### src/rtl/hadamard16_seq_if.sv
// -----------------------------------------------------------------------------
// hadamard16_seq_if
// Signal bundle between the frame sequencer, its sample source, its result
// consumer and the 16-point Hadamard core placed beside it.
//
// Signals:
//   s_valid/s_ready/s_data/s_last : serial input sample stream (s_last marks x15)
//   m_valid/m_ready/m_data/m_last : serial output result stream (m_last marks y15)
//   core_start                    : enable for the Hadamard core pipeline
//   core_x                        : parallel frame to the core, x_i at [W*i +: W]
//   core_y                        : parallel results from the core, y_i at [W*i +: W]
//   frame_err                     : one-cycle pulse on a framing error
//   busy                          : sequencer not idle or input buffer non-empty
//
// Modports:
//   slave  : the sequencer itself
//   master : the environment (source, sink and core)
// -----------------------------------------------------------------------------
interface hadamard16_seq_if #(
  parameter int W = 9,
  parameter int N = 16
);
  logic           s_valid;
  logic           s_ready;
  logic [W-1:0]   s_data;
  logic           s_last;

  logic           m_valid;
  logic           m_ready;
  logic [W-1:0]   m_data;
  logic           m_last;

  logic           core_start;
  logic [N*W-1:0] core_x;
  logic [N*W-1:0] core_y;

  logic           frame_err;
  logic           busy;

  modport slave (
    input  s_valid, s_data, s_last, m_ready, core_y,
    output s_ready, m_valid, m_data, m_last, core_start, core_x, frame_err, busy
  );

  modport master (
    output s_valid, s_data, s_last, m_ready, core_y,
    input  s_ready, m_valid, m_data, m_last, core_start, core_x, frame_err, busy
  );
endinterface

### src/rtl/hadamard16_seq.sv
// -----------------------------------------------------------------------------
// hadamard16_seq
// Frame sequencer for the 16-point Hadamard core. Gathers 16 serial signed
// samples into an input buffer, holds them on core_x while the core is enabled
// for LAT cycles, copies the 16 core results into an output buffer and streams
// them out serially with valid/ready flow control. The next frame may load
// while the previous one drains.
//
// Ports:
//   clk   : rising-edge clock
//   rst_n : asynchronous active-low reset
//   bus   : hadamard16_seq_if.slave (sample stream in, result stream out,
//           core_start/core_x/core_y to the core, frame_err, busy)
//
// Parameters:
//   W   : sample width (signed two's complement), must match the core
//   N   : samples per frame (16 for this core)
//   LAT : core latency in enabled cycles (cycles core_start is held high)
// -----------------------------------------------------------------------------
module hadamard16_seq #(
  parameter int W   = 9,
  parameter int N   = 16,
  parameter int LAT = 4
) (
  input  logic           clk,
  input  logic           rst_n,
  hadamard16_seq_if.slave bus
);

  localparam int CNT_W = $clog2(N + 1);
  localparam int IDX_W = $clog2(N);
  localparam int RUN_W = (LAT > 1) ? $clog2(LAT) : 1;

  localparam logic [CNT_W-1:0] CNT_LAST = CNT_W'(N - 1);
  localparam logic [CNT_W-1:0] CNT_FULL = CNT_W'(N);
  localparam logic [IDX_W-1:0] IDX_LAST = IDX_W'(N - 1);
  localparam logic [RUN_W-1:0] RUN_LAST = RUN_W'(LAT - 1);

  typedef enum logic [1:0] {
    IDLE  = 2'd0,
    RUN   = 2'd1,
    CAP   = 2'd2,
    DRAIN = 2'd3
  } state_e;

  state_e           state_q, state_d;
  logic [CNT_W-1:0] in_cnt_q, in_cnt_d;
  logic [IDX_W-1:0] out_idx_q, out_idx_d;
  logic [RUN_W-1:0] run_cnt_q, run_cnt_d;
  logic             s_ready_q, s_ready_d;
  logic             frame_err_q;

  logic [W-1:0]     in_buf_q  [N];
  logic [W-1:0]     out_buf_q [N];
  logic [N*W-1:0]   core_x_w;

  logic             s_fire;
  logic             s_slot_last;
  logic             s_err;
  logic             s_ok;
  logic             m_fire;

  // Input handshake decode. A framing error is any mismatch between s_last
  // and the slot being written: the sample is swallowed and the frame dropped.
  assign s_fire      = bus.s_valid & s_ready_q;
  assign s_slot_last = (in_cnt_q == CNT_LAST);
  assign s_err       = s_fire & (bus.s_last ^ s_slot_last);
  assign s_ok        = s_fire & ~s_err;
  assign m_fire      = (state_q == DRAIN) & bus.m_ready;

  // ---------------------------------------------------------------------------
  // FSM: state register
  // ---------------------------------------------------------------------------
  always_ff @(posedge clk or negedge rst_n) begin
    if (!rst_n) begin
      state_q <= IDLE;
    end else begin
      state_q <= state_d;
    end
  end

  // ---------------------------------------------------------------------------
  // FSM: next-state logic
  // ---------------------------------------------------------------------------
  always_comb begin
    state_d = state_q;
    unique case (state_q)
      IDLE: begin
        if (s_ok && s_slot_last) state_d = RUN;
      end
      RUN: begin
        if (run_cnt_q == RUN_LAST) state_d = CAP;
      end
      CAP: begin
        state_d = DRAIN;
      end
      DRAIN: begin
        // A frame that completed during the drain (or on this very cycle)
        // goes straight into the core after y15 leaves.
        if (m_fire && (out_idx_q == IDX_LAST)) begin
          state_d = (in_cnt_d == CNT_FULL) ? RUN : IDLE;
        end
      end
      default: state_d = IDLE;
    endcase
  end

  // ---------------------------------------------------------------------------
  // FSM: outputs
  // ---------------------------------------------------------------------------
  always_comb begin
    bus.core_start = (state_q == RUN);
    bus.m_valid    = (state_q == DRAIN);
    bus.m_last     = (state_q == DRAIN) && (out_idx_q == IDX_LAST);
    bus.m_data     = out_buf_q[out_idx_q];
  end

  assign bus.s_ready   = s_ready_q;
  assign bus.frame_err = frame_err_q;
  assign bus.busy      = (state_q != IDLE) || (in_cnt_q != '0);

  // ---------------------------------------------------------------------------
  // Counters and s_ready next-state
  // ---------------------------------------------------------------------------
  always_comb begin
    in_cnt_d = in_cnt_q;
    if ((state_q == CAP) || s_err) begin
      in_cnt_d = '0;
    end else if (s_ok) begin
      in_cnt_d = in_cnt_q + CNT_W'(1);
    end

    out_idx_d = out_idx_q;
    if (m_fire) begin
      out_idx_d = (out_idx_q == IDX_LAST) ? '0 : out_idx_q + IDX_W'(1);
    end

    run_cnt_d = '0;
    if ((state_q == RUN) && (run_cnt_q != RUN_LAST)) begin
      run_cnt_d = run_cnt_q + RUN_W'(1);
    end

    // Registered ready looks at the coming state so core_x is frozen for the
    // whole of RUN and CAP, and a full buffer stalls the source.
    s_ready_d = ((state_d == IDLE) || (state_d == DRAIN)) && (in_cnt_d < CNT_FULL);
  end

  always_ff @(posedge clk or negedge rst_n) begin
    if (!rst_n) begin
      in_cnt_q    <= '0;
      out_idx_q   <= '0;
      run_cnt_q   <= '0;
      s_ready_q   <= 1'b0;
      frame_err_q <= 1'b0;
    end else begin
      in_cnt_q    <= in_cnt_d;
      out_idx_q   <= out_idx_d;
      run_cnt_q   <= run_cnt_d;
      s_ready_q   <= s_ready_d;
      frame_err_q <= s_err;
    end
  end

  // ---------------------------------------------------------------------------
  // Frame buffers
  // ---------------------------------------------------------------------------
  always_ff @(posedge clk or negedge rst_n) begin
    if (!rst_n) begin
      for (int i = 0; i < N; i++) begin
        in_buf_q[i]  <= '0;
        out_buf_q[i] <= '0;
      end
    end else begin
      // s_ok only occurs with in_cnt_q below N, so the low bits address a slot.
      if (s_ok) begin
        in_buf_q[in_cnt_q[IDX_W-1:0]] <= bus.s_data;
      end
      // The core holds its results once start drops, so one copy is enough.
      if (state_q == CAP) begin
        for (int i = 0; i < N; i++) begin
          out_buf_q[i] <= bus.core_y[W*i +: W];
        end
      end
    end
  end

  for (genvar gi = 0; gi < N; gi++) begin : g_core_x
    assign core_x_w[W*gi +: W] = in_buf_q[gi];
  end

  assign bus.core_x = core_x_w;

endmodule
### src/flat_wrapper.sv
// flat-port wrapper written by rule: the top's interface ports become plain ports
module hadamard16_seq_flat 
#(
  parameter int W   = 9,
  parameter int N   = 16,
  parameter int LAT = 4
)
  (clk, rst_n, bus_s_valid, bus_s_data, bus_s_last, bus_m_ready, bus_core_y, bus_s_ready, bus_m_valid, bus_m_data, bus_m_last, bus_core_start, bus_core_x, bus_frame_err, bus_busy);
  hadamard16_seq_if #(.W(W), .N(N)) bus_i ();
  input  logic clk;
  input  logic rst_n;
  input wire logic [$bits(bus_i.s_valid)-1:0] bus_s_valid;
  input wire logic [$bits(bus_i.s_data)-1:0] bus_s_data;
  input wire logic [$bits(bus_i.s_last)-1:0] bus_s_last;
  input wire logic [$bits(bus_i.m_ready)-1:0] bus_m_ready;
  input wire logic [$bits(bus_i.core_y)-1:0] bus_core_y;
  output wire logic [$bits(bus_i.s_ready)-1:0] bus_s_ready;
  output wire logic [$bits(bus_i.m_valid)-1:0] bus_m_valid;
  output wire logic [$bits(bus_i.m_data)-1:0] bus_m_data;
  output wire logic [$bits(bus_i.m_last)-1:0] bus_m_last;
  output wire logic [$bits(bus_i.core_start)-1:0] bus_core_start;
  output wire logic [$bits(bus_i.core_x)-1:0] bus_core_x;
  output wire logic [$bits(bus_i.frame_err)-1:0] bus_frame_err;
  output wire logic [$bits(bus_i.busy)-1:0] bus_busy;
  assign bus_i.s_valid = bus_s_valid;
  assign bus_i.s_data = bus_s_data;
  assign bus_i.s_last = bus_s_last;
  assign bus_i.m_ready = bus_m_ready;
  assign bus_i.core_y = bus_core_y;
  assign bus_s_ready = bus_i.s_ready;
  assign bus_m_valid = bus_i.m_valid;
  assign bus_m_data = bus_i.m_data;
  assign bus_m_last = bus_i.m_last;
  assign bus_core_start = bus_i.core_start;
  assign bus_core_x = bus_i.core_x;
  assign bus_frame_err = bus_i.frame_err;
  assign bus_busy = bus_i.busy;
  hadamard16_seq #(.W(W), .N(N), .LAT(LAT)) u_core (.clk(clk), .rst_n(rst_n), .bus(bus_i));
endmodule
### config.mk
export PLATFORM = sky130hd
export DESIGN_NAME = hadamard16_seq_flat
export DESIGN_NICKNAME = d
export VERILOG_FILES = /design/src/rtl/hadamard16_seq_if.sv /design/src/rtl/hadamard16_seq.sv /design/src/flat_wrapper.sv
export SDC_FILE = /design/constraint.sdc
export NUM_CORES = 1
export LEC_CHECK = 0
export CORE_ASPECT_RATIO = 1.25
export CORE_MARGIN = 5
export CORE_UTILIZATION = 33
export CTS_BUF_LIST = sky130_fd_sc_hd__clkbuf_8
export DETAILED_ROUTE_END_ITERATION = 16
export GPL_TIMING_DRIVEN = 1
export PLACE_DENSITY = 0.63
export SLEW_MARGIN = 10
export SYNTH_ARGS = -nofsm -noshare
export SYNTH_HDL_FRONTEND = slang
export SYNTH_SLANG_ARGS = --single-unit
### constraint.sdc
create_clock -name clk -period 3.4 [get_ports clk]
set_clock_uncertainty 0.1 [all_clocks]
set_input_delay 0.68 -clock clk [delete_from_list [all_inputs] [get_ports clk]]
set_output_delay 0.68 -clock clk [all_outputs]
set_load 0.03 [all_outputs]
==> impl_results.md, run 1 <==
- Unique masters post-synth: 41
- Routed WL per cell: 20.03 um
- PD cells: 813.5 nW/um2
- Most common cell on crit path: mux4_2
- CTS clock-pin slew for the worst setup and hold paths: approximately 0.060 ns
- Total wire length: 38770 um
- Antenna Nets Post-Route: 0
- Post-detail-place hpwl: 27630 um
- Placed Area: 16480 um2
- Status: complete, no violations
- Reg area: 7586 um2
- Pre-antenna DRT Iters: 4
- Mapped cell area: 12710 um2
- Required @ worst endpoint: approximately 2.6 ns
- Die W: 185.6 um
- Register bit total from synthesis: slightly above 300
- Unrepaired setup endpoints after global routing: no
- Worst slew pin tran: 0.8945 ns
- Number of antenna violations at the first check in global routing: 1
- Delay-heaviest family, CP: multiplexers
- Synth Area in Adders: less than 1%
- Nets: approximately 1.6k
- Max_slew headroom: between 40% and 50%
- Synth top area cells: dfrtp_1, nand2_1, mux2_2, mux4_2, clkbuf_1
- Crit-path cells: buf_12 -> buf_4 -> mux4_2 -> mux4_2 -> buf_2
- Die area: approximately 43000 um2
- Syn_nets: 1241
- Clock Tree Root: clkbuf_8
- Filler cells: 3515
- Fin. Hold Viols: 0
- Io pins: 317
- Post-synth top area cell: dfrtp_1
- Input/output buffers: 316
- Simple-gate share of the synthesized area: between 15 and 20%
- Vias: 9160
- Vias in the first global route: around 10k
- Total track usage: about 18%
- Async set-reset flop share out of synthesis: 100.0%
- Total power: ~14 mW
- Initial Util: 33.34%
- Register area share after synthesis: between 50% and 60%
- Avg Inst Size Synth: 11.82 um2
- CTS max path bufs: 3
- CTS tree: done
- Antenna fix cells: 0
- Synth Area in Compound Gates: 1.092%
- Die Ht: 229.4 um
- Core Util, Final: 45.85%
- Crit path max-delay cell type: mux4_2
- Clock Latency Late Sink: 0.56 ns
- Final min period: 3.284 ns
- Remaining DRCs: 0
- CTS H-tree depth: 2
- FF-to-FF setup slack: 0.72 ns
- Core area: 38140 um2
- Max Cap Viol: 0
- Critical Path Fanout Max: 13
- Class of the worst hold path: reg -> reg
- Total gr overflow: 0
- CP Capture Type: primary output
- Clock sinks: between 300 and 400
- Mapped Cells: about 1.1k
- Area share of the largest cell type after synthesis: 59.64%
- Largest net degree at the start of global routing: 145
- Largest family of logic cells by synthesized area: multiplexers
- Multiplexer share of the synthesized area: 20.81%
- Critical path's largest stage delay: 0.51 ns
- Pleak: 8.303 nW
- Max VDD drop: 503.6 uV
- Yosys synthesis warning count: 0
- Final setup vio count: 0
- Top FF cell, synth: dfrtp_1
- F_max: 304.5 MHz
- Period utilisation layout: 96.59%
- Via density: around 4.7
- Post-synth EDFFs: 0
- CP Buf/Inv Count: 3
- Layout cells sized above 1: 21.05%
- Row cnt: 80
- Area of the multi-input gates: 4897 um2
- Area Growth Syn to Fin: 37.55%
- Slew Viols, Final: 0
- DR iter-0 viols: about 380
- First-pass GRT wire length: 59430 um
- RD Place Congestion: 0.8324
- XOR/XNOR share of the synthesized area: 0.3346%
- Worst Path Class, Setup: reg -> out
- TritonCTS Buffers: 49
- Fin area: 17490 um2
- Worst EP arrival: 2.50 ns
- Crit start category: flip-flop
-- power breakdown --
| part | switching (mW) | internal (mW) | leakage, nW | total [mW] |
|---|---|---|---|---|
| Sequential | 0.816 | 4.83 | 3.85 | 5.64 |
| Combinational | 2.92 | 2.59 | 3.89 | 5.51 |
| Clock | 1.42 | 1.65 | 0.562 | 3.07 |
| Total | 5.16 | 9.06 | 8.30 | 14.2 |
-- flip-flops by register name, indices dropped and copies added (netlist names) --
signal,cells
u_core.bus.core_x,144
u_core.out_buf_q,144
u_core.in_cnt_q,5
u_core.out_idx_q,4
u_core.run_cnt_q,2
u_core.state_q,2
u_core.bus.frame_err,1
u_core.bus.s_ready,1
-- synthesized netlist by cell type (2+ instances only) --
library cell,count
nor4_4,3
a21oi_1,6
mux2_2,139
nand2_1,445
nand4_1,2
and2_1,2
nand2_2,13
mux2_1,6
dfrtp_1,303
o21ai_0,6
nor2_1,7
mux4_2,45
inv_1,8
buf_1,4
ha_1,7
xnor2_1,3
and3_1,2
buf_2,4
nand3_1,6
clkbuf_1,44
-- metal layers --
| layer | up-vias | wire, um | GRT usage, % |
|---|---|---|---|
| li1 | 4245 | - | - |
| met1 | 4516 | 15630 | 22.23 |
| met2 | 329 | 18260 | 28.88 |
| met3 | 68 | 3649 | 7.078 |
| met4 | 2 | 1220 | 5.740 |
| met5 | - | 13 | 0 |
-- path summary, 6_finish.rpt --
kind / startpoint / cells after the start / end
max: u_core.out_idx_q[0] / 5 / bus_m_data[8]
min: u_core.run_cnt_q[0] / 1 / u_core.run_cnt_q[0]
max reg2reg: u_core.in_cnt_q[0] / 7 / u_core.bus.core_x[26]
min reg2reg: u_core.run_cnt_q[0] / 1 / u_core.run_cnt_q[0]
max in group asynchronous: rst_n / 3 / u_core.out_buf_q[66]
min in group asynchronous: rst_n / 2 / u_core.bus.core_x[92]
-- area by class of cell --
cell class                 instances  area share [%]
inverter                           8          0.1717
timing repair buffer             337           19.45
clock buffer                      63           4.958
sequential                       303           43.38
clock inverter                    22          0.5080
multi-input combinational        711           28.01
tap                              492           3.520
-- repair_timing --
action | CTS | global route
gates cloned | 1 | 0
pin swaps | 0 | 0
hold endpoints to repair | 38 | 0
resized for setup | 30 | 8
setup endpoints to repair | 6 | 7
setup buffers | 1 | 3
hold buffers | 1 | 0
-- placed cells by master, fill, tap and decap left out, drive strengths merged, types with 2 or more instances in the layout --
cell / instances
and3: 2
nor4: 3
and2: 2
inv: 27
o21ai: 6
buf: 30
ha: 7
dfrtp: 303
mux4: 45
nand2: 458
mux2: 145
a21oi: 6
xnor2: 3
nand3: 6
nand4: 2
clkdlybuf4s50: 306
clkbuf: 63
clkinv: 2
nor2: 7
-- per-stage QoR --
step	worst slack, ns	instances	hold slack (ns)	setup TNS, ns
3_3_place_gp	0.2717	1846	0.3250	0
6_report	0.1159	1936	0.3408	0
4_1_cts	-0.02360	1934	0.3411	-0.03925
3_5_place_dp	0.2580	1846	0.3334	0
5_1_grt	0.001519	1936	0.3656	0
2_1_floorplan	0.8073	1076	0.2844	0
-- cells by family (layout without fill, tap and decap cells) --
group | Yosys count | in the layout
AND/OR/NAND/NOR | 488 | 488
AO/OA/AOI/OAI | 22 | 22
flip-flops | 303 | 303
buffers and inverters | 62 | 430
multiplexers | 190 | 190
XOR/XNOR | 4 | 4
adder cells (fa/ha/maj) | 7 | 7
No activity file was read; power rests on OpenSTA's default activity.
==> run 2, diff against run 1 <==
--- a/config.mk
+++ b/config.mk
@@ -9,6 +9,7 @@
 export CORE_MARGIN = 5
 export CORE_UTILIZATION = 33
 export CTS_BUF_LIST = sky130_fd_sc_hd__clkbuf_8
+export CTS_CLUSTER_DIAMETER = 80
 export DETAILED_ROUTE_END_ITERATION = 16
 export GPL_TIMING_DRIVEN = 1
 export PLACE_DENSITY = 0.63
==> impl_results.md, run 2 (synthesis results as in run 1) <==
- Commonest non-fill, non-tap cells in the layout: nand2_1, clkdlybuf4s50_1, dfrtp_1
- Via density: 4.753
- Fin. Hold Viols: 0
- Most common cell on crit path: mux4_2
- Vias: 9206
- Routed WL per cell: 20.00 um
- Crit path max-delay cell type: mux4_2
- Row cnt: 80
- Total track usage: 17.98%
- Area Growth Syn to Fin: 37.55%
- Commonest non-fill, non-tap cell in the layout: nand2_1
- First-pass GRT wire length: 59430 um
- Max VDD drop: 503.6 uV
- Worst EP arrival: 2.51 ns
- Area of the multi-input gates: 4897 um2
- CTS max path bufs: 3
- Layout cells sized above 1: a little over a fifth
- Remaining DRCs: 0
- R2R Path End: u_core.bus.core_x[26]
- Required @ worst endpoint: 2.62 ns
- Total wire length: 38740 um
- Crit start category: flip-flop
- Die area: 42570 um2
- CTS clock-pin slew for the worst setup and hold paths: 0.06 ns
- Fin area: 17490 um2
- Pleak: 8.298 nW
- Slew Viols, Final: 0
- Worst slew pin tran: 0.8917 ns
- Clock sinks: 303
- CTS H-tree depth: 2
- F_max: around 300 MHz
- Max Cap Viol: 0
- Status: complete, no violations
- Critical Path Fanout Max: 13
- Antenna fix cells: 0
- Input/output buffers: 316
- Largest net degree at the start of global routing: 145
- Unrepaired setup endpoints after global routing: yes
- Total gr overflow: 0
- CP Capture Type: primary output
- Worst Path Class, Setup: reg -> out
- Final min period: 3.291 ns
- TritonCTS Buffers: 50
- Worst setup margin: 0.1088 ns
- Post-detail-place hpwl: between 20000 and 30000 um
- RD Place Congestion: roughly 0.83
- Max_slew headroom: 40.37%
- Clock Tree Root: clkbuf_8
- Placed Area: 16480 um2
- Nets: 1576
- Dpl ws: 0.2580 ns
- DR iter-0 viols: 377
- Initial Util: 33.34%
- Class of the worst hold path: reg -> reg
- Core area: ~38000 um2
- Crit-path cells: buf_12 -> buf_4 -> mux4_2 -> mux4_2 -> buf_2
- Cells on Worst Hold Path: 1
- Critical path's largest stage delay: slightly above 0.5 ns
- Final setup vio count: 0
- Hold EP: u_core.run_cnt_q[0]
- PD cells: 813.0 nW/um2
- Hold Startpoint: u_core.run_cnt_q[0]
- Io pins: 317
- Cell depth of the worst flop-to-flop path: 7
- Antenna Nets Post-Route: 0
- Pre-antenna DRT Iters: 4
- RR Startpoint: u_core.in_cnt_q[0]
- CTS tree: done
- FF-to-FF setup slack: 0.72 ns
- Clock Latency Late Sink: 0.57 ns
- Die W: 185.6 um
- Vias in the first global route: 9961
- Reg area: 7586 um2
- Die Ht: 229.4 um
- Filler cells: around 3.5k
- Period utilisation layout: 96.80%
- Number of antenna violations at the first check in global routing: 1
==> run 2: routing by layer <==
layer / vias to the layer above / share of wire (%) / track usage [%]
li1: 4244 / - / -
met4: 2 / 3.1 / 5.763
met2: 328 / 47 / 28.83
met5: - / 0.034 / 0
met1: 4563 / 40 / 22.28
met3: 69 / 9.7 / 7.158
==> run 2: critical path, delay by kind of cell, from the launching register on <==
family,cells,cell delay (ns)
muxes,2,0.98
buffers and inverters,3,0.50
DFF,1,0.45
==> run 2: area by class of cell <==
type	count	area share [%]
repair buffers	337	19.45
well taps	492	3.520
inverters	8	0.1717
multi-input cells	711	28.01
clock buffers	62	4.880
flip-flops and latches	303	43.38
clock inverters	24	0.5867
==> run 2: how the worst max path moves through the flow <==
stage	startpoint	to	slack, ns	cells past startpoint
after floorplan	u_core.out_idx_q[0]	bus_m_data[1]	0.81	4
after global placement	u_core.out_idx_q[0]	bus_m_data[1]	0.27	4
after detailed placement	u_core.out_idx_q[0]	bus_m_data[1]	0.26	4
after CTS	u_core.out_idx_q[0]	bus_m_data[1]	-0.02	4
after global routing	u_core.out_idx_q[0]	bus_m_data[8]	-0.004	5
final	u_core.out_idx_q[0]	bus_m_data[8]	0.11	5
==> run 2: what timing repair did <==
action                                  in CTS  in global routing
hold endpoints to repair                    38                  0
hold buffers                                 1                  0
endpoints found under the setup margin       6                  7
gates cloned                                 1                  0
gates resized for setup                     30                  8
buffers inserted                             1                  3
==> run 2: stage by stage <==
stage                     instances  power, mW  hold WS (ns)  setup TNS (ns)  util [%]
after floorplan                1076      8.949        0.2844               0         -
after global placement         1846      11.13        0.3250               0     43.22
after detailed placement       1846      11.23        0.3334               0     43.22
after CTS                      1935      14.46        0.3411        -0.03924     45.90
after global routing           1937      15.09        0.3656       -0.004486     45.85
final                          1937      14.22        0.3409               0     45.85
==> run 2: power by group <==
part           leakage [nW]  switching [mW]  internal [mW]
sequential             3.85           0.814           4.83
clock                 0.558            1.44           1.63
combinational          3.89            2.92           2.59
==> run 3, diff against run 2 <==
--- a/config.mk
+++ b/config.mk
@@ -12,7 +12,6 @@
 export CTS_CLUSTER_DIAMETER = 80
 export DETAILED_ROUTE_END_ITERATION = 16
 export GPL_TIMING_DRIVEN = 1
-export PLACE_DENSITY = 0.63
 export SLEW_MARGIN = 10
 export SYNTH_ARGS = -nofsm -noshare
 export SYNTH_HDL_FRONTEND = slang
==> impl_results.md, run 3 (synthesis results as in run 1) <==
- Status: complete, no violations
- Die area: about 43000 um2
- Placed cells: 1849
- First-pass GRT wire length: 60910 um
- Cells on Worst Hold Path: 1
- TritonCTS Buffers: 50
- Core area: between 30000 and 40000 um2
- Nets: about 1.6k
- Die W: ~190 um
- Worst EP arrival: 2.58 ns
- Io pins: 317
- Area Growth Syn to Fin: 39.02%
- Clock sinks: 303
- Class of the worst hold path: reg -> reg
- Vias in the first global route: 10.27k
- DR iter-0 viols: 344
- Clock Latency Late Sink: around 0.59 ns
- Final setup vio count: 0
- Via density: 4.731
- PD cells: 821.6 nW/um2
- CTS H-tree depth: 2
- Input/output buffers: 316
- Largest net degree at the start of global routing: a little over 70
- Pleak: 8.379 nW
- Post-detail-place hpwl: approximately 28000 um
- Max VDD drop: 463.5 uV
- Commonest non-fill, non-tap cells in the layout: nand2_1, clkdlybuf4s50_1, dfrtp_1
- RD Place Congestion: 0.8321
- Clock Tree Root: clkbuf_8
- Fin. Hold Viols: 0
- Total track usage: 18.41%
- Row cnt: 80
- Required @ worst endpoint: 2.62 ns
- Pre-antenna DRT Iters: 4
- Worst slew pin tran: 0.8404 ns
- Period utilisation layout: 98.95%
- Total power: 14.52 mW
- Routed WL per cell: ~20 um
- Unrepaired setup endpoints after global routing: yes
- Layout cells sized above 1: 22.12%
- Critical Path Fanout Max: 13
- F_max: 297.2 MHz
- Final min period: approximately 3.4 ns
- Number of antenna violations at the first check in global routing: 2
- Die Ht: approximately 230 um
- Vias: 9220
- Worst Path Class, Setup: reg -> out
- Commonest non-fill, non-tap cell in the layout: nand2_1
- CTS tree: done
- CTS max path bufs: 3
- Core Util, Final: 46.35%
- Slew Viols, Final: 0
- Antenna Nets Post-Route: 0
- Max_slew headroom: 43.80%
- Max Cap Viol: 0
- CP Capture Type: primary output
- Total gr overflow: 0
- Cell depth of the worst flop-to-flop path: 7
- Remaining DRCs: 0
- Finished Layout Cells: slightly below 2k
- Initial Util: between 30% and 40%
- Total wire length: about 40000 um
- Crit start category: flip-flop
- CTS clock-pin slew for the worst setup and hold paths: 0.06 ns
==> run 3: cell types whose count changed in the layout (fill, tap and decap cells not counted), sizes merged <==
cell	before	now
clkdlybuf4s50	306	305
bufinv	0	1
inv	26	22
clkinv	4	9
buf	30	37
diode	0	1
clkdlybuf4s15	0	3
==> run 3: area by class of cell <==
class                           instances  area, um2
Multi-Input combinational cell        711       4897
Fill cell                            3534      20460
Antenna cell                            1      2.502
Clock buffer                           62      853.3
Timing Repair Buffer                  346       3543
Tap cell                              492      615.6
Inverter                                8      30.03
Sequential cell                       303       7585
Clock inverter                         26      147.6
==> run 3: metal layers <==
layer	track usage [%]	routed length [um]
met1	21.93	15540
met2	30.11	18870
met3	8.269	4271
met4	5.308	1028
met5	0	13
==> run 3: per-stage QoR <==
step                      hold slack, ns  TNS [ns]  worst slack (ns)  cell area (um2)
after floorplan                   0.2844         0            0.8073            12710
after global placement            0.3247         0            0.2174            16520
after detailed placement          0.3338         0            0.2123            16520
after CTS                         0.3439  -0.03351          -0.02337            17650
after global routing              0.3731   -0.1060          -0.04164            17670
final                             0.3421         0           0.03569            17670
==> run 3: what timing repair did <==
item | 4_1_cts | 5_1_grt
buffers inserted | 6 | 2
resized for setup | 36 | 2
setup endpoints to repair | 9 | 6
endpoints found under the hold margin | 63 | 0
hold buffers | 1 | 0
gates cloned | 2 | 0
==> run 3: worst max-delay path: stages, from the launching register on <==
cell             delay (ns)
dfrtp_2                0.45
buf_12                 0.18
mux4_2                 0.56
mux4_2                 0.51
clkdlybuf4s15_2        0.30
==> run 3: path summary, 6_finish.rpt <==
| kind | startpoint | to | slack (ns) |
|---|---|---|---|
| min | u_core.run_cnt_q[0] | u_core.run_cnt_q[0] | 0.34 |
| max reg2reg | u_core.in_cnt_q[0] | u_core.bus.core_x[63] | 0.68 |
| max | u_core.out_idx_q[0] | bus_m_data[4] | 0.04 |
| min in group asynchronous | rst_n | u_core.out_buf_q[99] | 0.56 |
| min reg2reg | u_core.run_cnt_q[0] | u_core.run_cnt_q[0] | 0.34 |
| max in group asynchronous | rst_n | u_core.out_buf_q[0] | 1.80 |
==> run 3: where the power goes <==
part,total [mW],switching [mW],internal [mW]
Clock,3.19,1.47,1.72
Sequential,5.63,0.800,4.83
Combinational,5.70,2.97,2.73
